**src/rtl/pll_reset_seq.sv**
```systemverilog
// Reset sequencer for the pixel and draw domains, driven by the PLL lock.
// The resets release only after the PLL has been locked for a set time. The
// draw domain releases a fixed number of cycles after the pixel domain.
// Losing lock while running reasserts both resets at once and is counted.
module pll_reset_seq #(
    parameter int SYNC_STAGES        = 2,
    parameter int LOCK_STABLE_CYCLES = 1024,
    parameter int DRAW_STAGGER       = 16,
    parameter int LOSS_CNT_W         = 8
) (
    input  logic                  clk_pix,
    input  logic                  rst,
    input  logic                  locked,
    input  logic                  clr_lost,
    output logic                  rst_pix_out,
    output logic                  rst_draw_out,
    output logic                  ready,
    output logic                  lock_lost,
    output logic [LOSS_CNT_W-1:0] loss_cnt
);

    localparam int STAB_W = (LOCK_STABLE_CYCLES > 1) ? $clog2(LOCK_STABLE_CYCLES) : 1;
    localparam int STAG_W = (DRAW_STAGGER > 0) ? $clog2(DRAW_STAGGER + 1) : 1;
    localparam logic [STAB_W-1:0] STAB_LAST = STAB_W'(LOCK_STABLE_CYCLES - 1);
    localparam logic [STAG_W-1:0] STAG_END  = STAG_W'(DRAW_STAGGER);

    typedef enum logic [1:0] {
        ST_WAIT   = 2'd0,
        ST_STABLE = 2'd1,
        ST_RUN    = 2'd2
    } state_t;

    state_t                  state_q, state_d;
    logic [SYNC_STAGES-1:0]  sync_q, sync_d;
    logic [STAB_W-1:0]       stab_cnt_q, stab_cnt_d;
    logic [STAG_W-1:0]       stag_cnt_q, stag_cnt_d;
    logic                    lock_lost_q, lock_lost_d;
    logic [LOSS_CNT_W-1:0]   loss_cnt_q, loss_cnt_d;
    logic                    locked_s;
    logic                    loss_evt;

    assign locked_s = sync_q[SYNC_STAGES-1];

    // Next-state logic for the lock qualification FSM, counters and debug flags.
    always_comb begin
        sync_d      = {sync_q[SYNC_STAGES-2:0], locked};
        state_d     = state_q;
        stab_cnt_d  = stab_cnt_q;
        stag_cnt_d  = stag_cnt_q;
        lock_lost_d = lock_lost_q;
        loss_cnt_d  = loss_cnt_q;
        loss_evt    = 1'b0;

        case (state_q)
            ST_WAIT: begin
                stab_cnt_d = '0;
                if (locked_s) begin
                    state_d = ST_STABLE;
                end
            end
            ST_STABLE: begin
                // A dropout here only restarts qualification; it is not a loss.
                if (!locked_s) begin
                    state_d = ST_WAIT;
                end else if (stab_cnt_q == STAB_LAST) begin
                    state_d    = ST_RUN;
                    stag_cnt_d = '0;
                end else begin
                    stab_cnt_d = stab_cnt_q + 1'b1;
                end
            end
            ST_RUN: begin
                if (!locked_s) begin
                    state_d  = ST_WAIT;
                    loss_evt = 1'b1;
                end else if (stag_cnt_q != STAG_END) begin
                    stag_cnt_d = stag_cnt_q + 1'b1;
                end
            end
            default: begin
                state_d = ST_WAIT;
            end
        endcase

        // A clear that coincides with a new loss loses to the set.
        if (clr_lost) begin
            lock_lost_d = 1'b0;
        end
        if (loss_evt) begin
            lock_lost_d = 1'b1;
            if (loss_cnt_q != {LOSS_CNT_W{1'b1}}) begin
                loss_cnt_d = loss_cnt_q + 1'b1;
            end
        end
    end

    // State, synchronizer and counter registers with synchronous reset.
    always_ff @(posedge clk_pix) begin
        if (rst) begin
            state_q     <= ST_WAIT;
            sync_q      <= '0;
            stab_cnt_q  <= '0;
            stag_cnt_q  <= '0;
            lock_lost_q <= 1'b0;
            loss_cnt_q  <= '0;
        end else begin
            state_q     <= state_d;
            sync_q      <= sync_d;
            stab_cnt_q  <= stab_cnt_d;
            stag_cnt_q  <= stag_cnt_d;
            lock_lost_q <= lock_lost_d;
            loss_cnt_q  <= loss_cnt_d;
        end
    end

    // Outputs are decoded from registered state only.
    always_comb begin
        rst_pix_out  = (state_q != ST_RUN);
        rst_draw_out = (state_q != ST_RUN) || (stag_cnt_q < STAG_END);
        ready        = !rst_draw_out;
        lock_lost    = lock_lost_q;
        loss_cnt     = loss_cnt_q;
    end

endmodule

```
**config.mk**
```make
export PLATFORM = sky130hd
export DESIGN_NAME = pll_reset_seq
export DESIGN_NICKNAME = d
export VERILOG_FILES = /design/src/rtl/pll_reset_seq.sv
export SDC_FILE = /design/constraint.sdc
export NUM_CORES = 1
export LEC_CHECK = 0
export ABC_AREA = 1
export ABC_CLOCK_PERIOD_IN_PS = 1700
export CAP_MARGIN = 0
export CORE_UTILIZATION = 55
export DETAILED_ROUTE_END_ITERATION = 12
export HOLD_SLACK_MARGIN = 0.08
export PLACE_DENSITY_LB_ADDON = 0.15
export SYNTH_ARGS = -nofsm -noshare
export SYNTH_HDL_FRONTEND = slang
export SYNTH_SLANG_ARGS = --single-unit
```
**constraint.sdc**
```tcl
create_clock -name clk_pix -period 1.7 [get_ports clk_pix]
set_clock_uncertainty 0.1 [all_clocks]
set_input_delay 0.34 -clock clk_pix [delete_from_list [all_inputs] [get_ports clk_pix]]
set_output_delay 0.34 -clock clk_pix [all_outputs]
set_load 0.02 [all_outputs]
```
==> results.yml, run 1 <==
layout:
  fin_cells: 279
  nets: 258
  layout-drive-gt1-share_pct: 22.2
  fin_util_pct: 67.4
  antenna_cells: 0
  layout_commonest_cell: "nand2_1"
  fillers: 239
  final_cell_mix: "nand2_1, dfxtp_1, nor2_1"
  areaGrowthSynthToFinish_pct: 16.8
synth:
  syn_nets: 231
  ys_warn_count: 0
  synthCells: 223
  synth_enable_flop_cells: 0
  ys.flop_type: "dfxtp_1"
  synth_area_leaders: "dfxtp_1, nand2_1, nand3_1, a21oi_1, nor2_1"
  syn_area_per_cell_um2: 7.14
  yosysTopAreaCellShare_pct: 35.2
  ys_seq_area_share_pct: 35.2
  ys_seq_elements: 28
  postSynth.asyncResetShare_pct: 0
  synthDominantAreaCellType: "dfxtp_1"
  synth_cell_type_count: 30
  syn-cell-area_mm2: 0.00159
critical_path:
  max_stage_delay_ns: 0.36
  worstPathMaxFanout: 5
  start_kind: "flip-flop"
  path_cells: "inv_2 > nor2_8 > inv_2 > clkdlybuf4s15_1"
  crit_slowest_cell: "dfxtp_2"
  cp.required_ns: 1.26
  critPathMostFrequentCell: "inv_2"
  cp_num_buf_inv: 3
  worstSetupPathType: "reg2out"
  cp-end-kind: "primary output"
  critical_path.top_delay_family: "buffers and inverters"
  arrival_ns: 1.19
floorplan:
  rows: 19
  core_area_mm2: 0.00276
  ios: 16
  die_w_um: 55.8
  die-area_mm2: 0.00311
  die_height_um: 55.8
  start_util_pct: 57.7
clocking:
  numCtsBuffers: 3
  clockRootBuffer: "clkbuf_4"
  cts_setup_buffers: 0
  ctsHoldBuffers: 0
  cts_sinks: 28
  cts_tree: "yes"
  clk_pin_slew_ns: 0.15
  htreeDepth: 1
  clock_latency_ns: 0.32
  ctsLongestPathBuffers: 2
sta:
  period_share_pct: 95.6
  setup_tns_ns: 0
  relSlewSlack_pct: 75.0
  fin_crit_ns: 1.63
  setup_violations: 0
  fin_ws_ns: 0.0740
  hold_viol: 0
  rsz0062_at_grt: "false"
  final_max_slew_viol_count: 0
  whs_ns: 0.314
  worstMarginPinSlew_ns: 0.374
  fmax_mhz: 615
route:
  wirelength_um: 3050
  routed-via-count: 1425
  wl_per_cell_um: 10.9
  viasPerCell: 5.11
  first_iter_violations: 54
  ant_nets: 0
  route.detailed.drc: 0
  dr.pass1.iters: 4
placed_design:
  pre_cts_ws_ns: 0.0381
  hpwl_um: 2340
  placed_cells: 276
  io_buffers: 15
  place.gp.congestion: 0.770
job:
  maxCapViolCount: 0
run_status:
  status: "finished clean"
global_routing:
  track_usage_pct: 21.7
  grt_pass1_wl_um: 5430
  antenna_found_initial: 0
  grt_pass1_vias: 1284
  overflow: 0
  grt_max_degree: 15
power_and_ir_drop:
  ir_worst_vdd_mv: 0.483
  p_leak_nw: 0.756
  power.density_mw_per_mm2: 545
worst_hold_path:
  min_path_type: "reg2reg"
[final timing paths]
kind | cells past startpoint | to | slack [ns] | start
setup reg to reg | 7 | loss_cnt[6] | 0.16 | loss_cnt[1]
setup / recovery | 4 | rst_pix_out | 0.07 | state_q[1]
hold reg to reg | 2 | sync_q[1] | 0.31 | sync_q[0]
hold / removal | 2 | sync_q[1] | 0.31 | sync_q[0]
[logic make-up (layout without fill, tap and decap cells)]
group,after synthesis,count (layout),share of synthesized area (%)
buffers and inverters,30,55,7.70
DFF,28,28,35.2
AOI/OAI and AO/OA,36,36,13.4
xor gates and xnor gates,2,2,1.10
and+or+nand+nor,123,123,39.5
adders and majority gates,4,4,3.14
[registers in the layout, indices dropped and copies added (netlist names)]
signal,flops
loss_cnt,8
stab_cnt_q,10
stag_cnt_q,5
state_q,2
lock_lost,1
sync_q,2
[where the power goes]
part | internal, W | switching [W]
sequential | 0.000663 | 0.00000664
clock | 0.0000831 | 0.000195
combinational | 0.0000271 | 0.0000390
total | 0.000773 | 0.000241
[stage by stage]
| step | total power, W | cell area, um^2 |
|---|---|---|
| 2_1_floorplan | 0.000726 | 1590 |
| 3_3_place_gp | 0.000749 | 1840 |
| 3_5_place_dp | 0.000750 | 1840 |
| 4_1_cts | 0.00103 | 1850 |
| 5_1_grt | 0.00106 | 1860 |
| 6_report | 0.00101 | 1860 |
[repair_timing]
action / CTS / global route
resized for setup: 16 / 9
endpoints found under the hold margin: 0 / 0
setup endpoints to repair: 12 / 12
gates cloned: 0 / 0
[routing by layer]
layer | global-route usage (%) | routed length, um
met1 | 29.6 | 1540
met2 | 35.8 | 1430
met3 | 2.79 | 65
met4 | 6.43 | 16
met5 | 0 | 0
[final cells by class]
class	instances	area [um^2]	area share, %
Multi-Input combinational cell	165	921	49.5
Sequential cell	28	566	30.4
Timing Repair Buffer	26	211	11.4
Inverter	26	100	5.38
Tap cell	31	38.8	2.09
Clock buffer	3	22.5	1.21
[synth_stat cells (2+ instances only)]
master,number
nand2_1,51
dfxtp_1,28
nor2_1,22
nand3_1,21
inv_1,20
a21oi_1,17
nand2_2,10
a21oi_2,8
inv_2,5
o21ai_0,5
o21ai_1,5
ha_1,4
nor2_4,3
clkbuf_1,2
nand3_2,2
nand4_1,2
nor2_2,2
nor2_8,2
nor3_1,2
nor3b_1,2
[worst min-delay path, cell delays in order (launching register included)]
cell and delay [ns]:
dfxtp_1 0.33, inv_1 0.04, nor2_1 0.03
No activity file was read; power rests on OpenSTA's default activity.
==> inputs of run 2 (changes only) <==
--- a/config.mk
+++ b/config.mk
@@ -9,6 +9,7 @@
 export ABC_CLOCK_PERIOD_IN_PS = 1700
 export CAP_MARGIN = 0
 export CORE_UTILIZATION = 55
+export CTS_BUF_LIST = sky130_fd_sc_hd__clkbuf_8 sky130_fd_sc_hd__clkbuf_16
 export DETAILED_ROUTE_END_ITERATION = 12
 export HOLD_SLACK_MARGIN = 0.08
 export PLACE_DENSITY_LB_ADDON = 0.15
==> run 2 against run 1 <==
Non-clock buffer count stayed put. Register-to-register slack barely moved. Via count grew 0.49%. Global-route usage is essentially flat. Cell area grew 1.2%. Largest cell class unchanged. Sequential cell count unchanged. Clock power increased by 31%. Die area unchanged.
==> results.yml, run 2 (synthesis gave the netlist of run 1 again) <==
critical_path:
  worstPathMaxFanout: 2
  path_cells: "clkdlybuf4s50_1"
  worstSetupStartpoint: "lock_lost"
  max_stage_delay_ns: 0.60
  crit_slowest_cell: "clkdlybuf4s50_1"
  crit_end: "lock_lost"
  r2r_start: "loss_cnt[1]"
  r2r_cells: 7
  r2r_end: "loss_cnt[6]"
  start_kind: "flip-flop"
  cp.required_ns: 1.26
  r2r_setup_slack_ns: 0.17
  cp-end-kind: "primary output"
  cp_num_buf_inv: 1
  worstSetupPathType: "reg2out"
  arrival_ns: 1.21
  critical_path.top_delay_family: "buffers and inverters"
  cp.depth: 1
route:
  dr.pass1.iters: 4
  wl_per_cell_um: 11.1
  viasPerCell: 5.13
  route.detailed.drc: 0
  first_iter_violations: 84
  ant_nets: 0
  routed-via-count: 1432
  wirelength_um: 3110
layout:
  largest_reg_flops: 10
  fin_cells: 279
  nets: 258
  final_cell_mix: "nand2_1, dfxtp_1, nor2_1"
  final_area_mm2: 0.00188
  areaGrowthSynthToFinish_pct: 18.2
  layout-drive-gt1-share_pct: 21.4
  fin_util_pct: 68.2
  antenna_cells: 0
  top_register: "stab_cnt_q"
  layout_commonest_cell: "nand2_1"
sta:
  hold_viol: 0
  rsz0062_at_grt: "false"
  setup_tns_ns: 0
  worstMarginPinSlew_ns: 0.376
  fin_crit_ns: 1.65
  setup_violations: 0
  final_max_slew_viol_count: 0
  relSlewSlack_pct: 74.9
  period_share_pct: 97.4
  fmax_mhz: 604
clocking:
  ctsHoldBuffers: 0
  ctsLongestPathBuffers: 2
  cts_sinks: 28
  cts_setup_buffers: 0
  numCtsBuffers: 3
  htreeDepth: 1
  cts_tree: "yes"
  clockRootBuffer: "clkbuf_8"
  clock_latency_ns: 0.27
  clk_pin_slew_ns: 0.10
floorplan:
  die-area_mm2: 0.00311
  die_height_um: 55.8
  rows: 19
  die_w_um: 55.8
  ios: 16
  start_util_pct: 57.7
  core_area_mm2: 0.00276
global_routing:
  track_usage_pct: 21.7
  antenna_found_initial: 0
  grt_max_degree: 15
  grt_pass1_wl_um: 5510
  grt_pass1_vias: 1289
  overflow: 0
placed_design:
  hpwl_um: 2340
  io_buffers: 15
  placed_cells: 276
  placed_area_mm2: 0.00184
  place.gp.congestion: 0.770
power_and_ir_drop:
  power.density_mw_per_mm2: 584
  p_leak_nw: 0.751
  ir_worst_vdd_mv: 0.578
worst_hold_path:
  min_path_type: "reg2reg"
run_status:
  status: "finished clean"
job:
  maxCapViolCount: 0
==> run 2: cell types whose count changed in the layout (fill, tap and decap cells not counted), moves of 2 or more <==
cell	before	now
clkbuf_4	3	0
dfxtp_2	4	2
clkbuf_8	0	3
dfxtp_1	24	26
==> run 2: cell type report <==
type,count,area [um^2]
Inverter,26,100
Clock buffer,3,41.3
Timing Repair Buffer,26,215
Sequential cell,28,563
Multi-Input combinational cell,165,923
Tap cell,31,38.8
Fill cell,240,876
==> run 2: what timing repair did <==
item                                    4_1_cts  5_1_grt
gates resized for setup                      12        7
pin swaps                                     0        0
endpoints found under the setup margin       11        9
==> run 2: metrics by stage <==
| step | worst slack [ns] | power, W | hold slack, ns |
|---|---|---|---|
| CTS | 0.0111 | 0.00111 | 0.310 |
| global route | 0.00719 | 0.00114 | 0.344 |
| global placement | 0.0648 | 0.000749 | 0.292 |
| floorplan | 0.0490 | 0.000726 | 0.288 |
| detailed placement | 0.0381 | 0.000750 | 0.296 |
| finish | 0.0450 | 0.00110 | 0.308 |
==> run 2: how the worst min path moves through the flow <==
stage / end / startpoint / slack (ns) / depth (start not counted)
3_3_place_gp: sync_q[1] / sync_q[0] / 0.29 / 2
2_1_floorplan: sync_q[1] / sync_q[0] / 0.29 / 2
5_1_grt: sync_q[1] / sync_q[0] / 0.34 / 2
4_1_cts: sync_q[1] / sync_q[0] / 0.31 / 2
3_5_place_dp: sync_q[1] / sync_q[0] / 0.30 / 2
6_report: sync_q[1] / sync_q[0] / 0.31 / 2
==> run 2: power by group <==
| part | leakage, nW | switching [W] | internal, W |
|---|---|---|---|
| Combinational | 0.502 | 0.0000391 | 0.0000271 |
| Sequential | 0.227 | 0.00000692 | 0.000662 |
| Clock | 0.0216 | 0.000205 | 0.000159 |
==> run 2: metal layers <==
metal	GRT usage [%]	part of all wire [%]	wire length (um)
met5	0	0	0
met4	5.36	0.52	16
met3	2.09	2.2	68
met2	36.8	47	1460
met1	29.7	50	1560
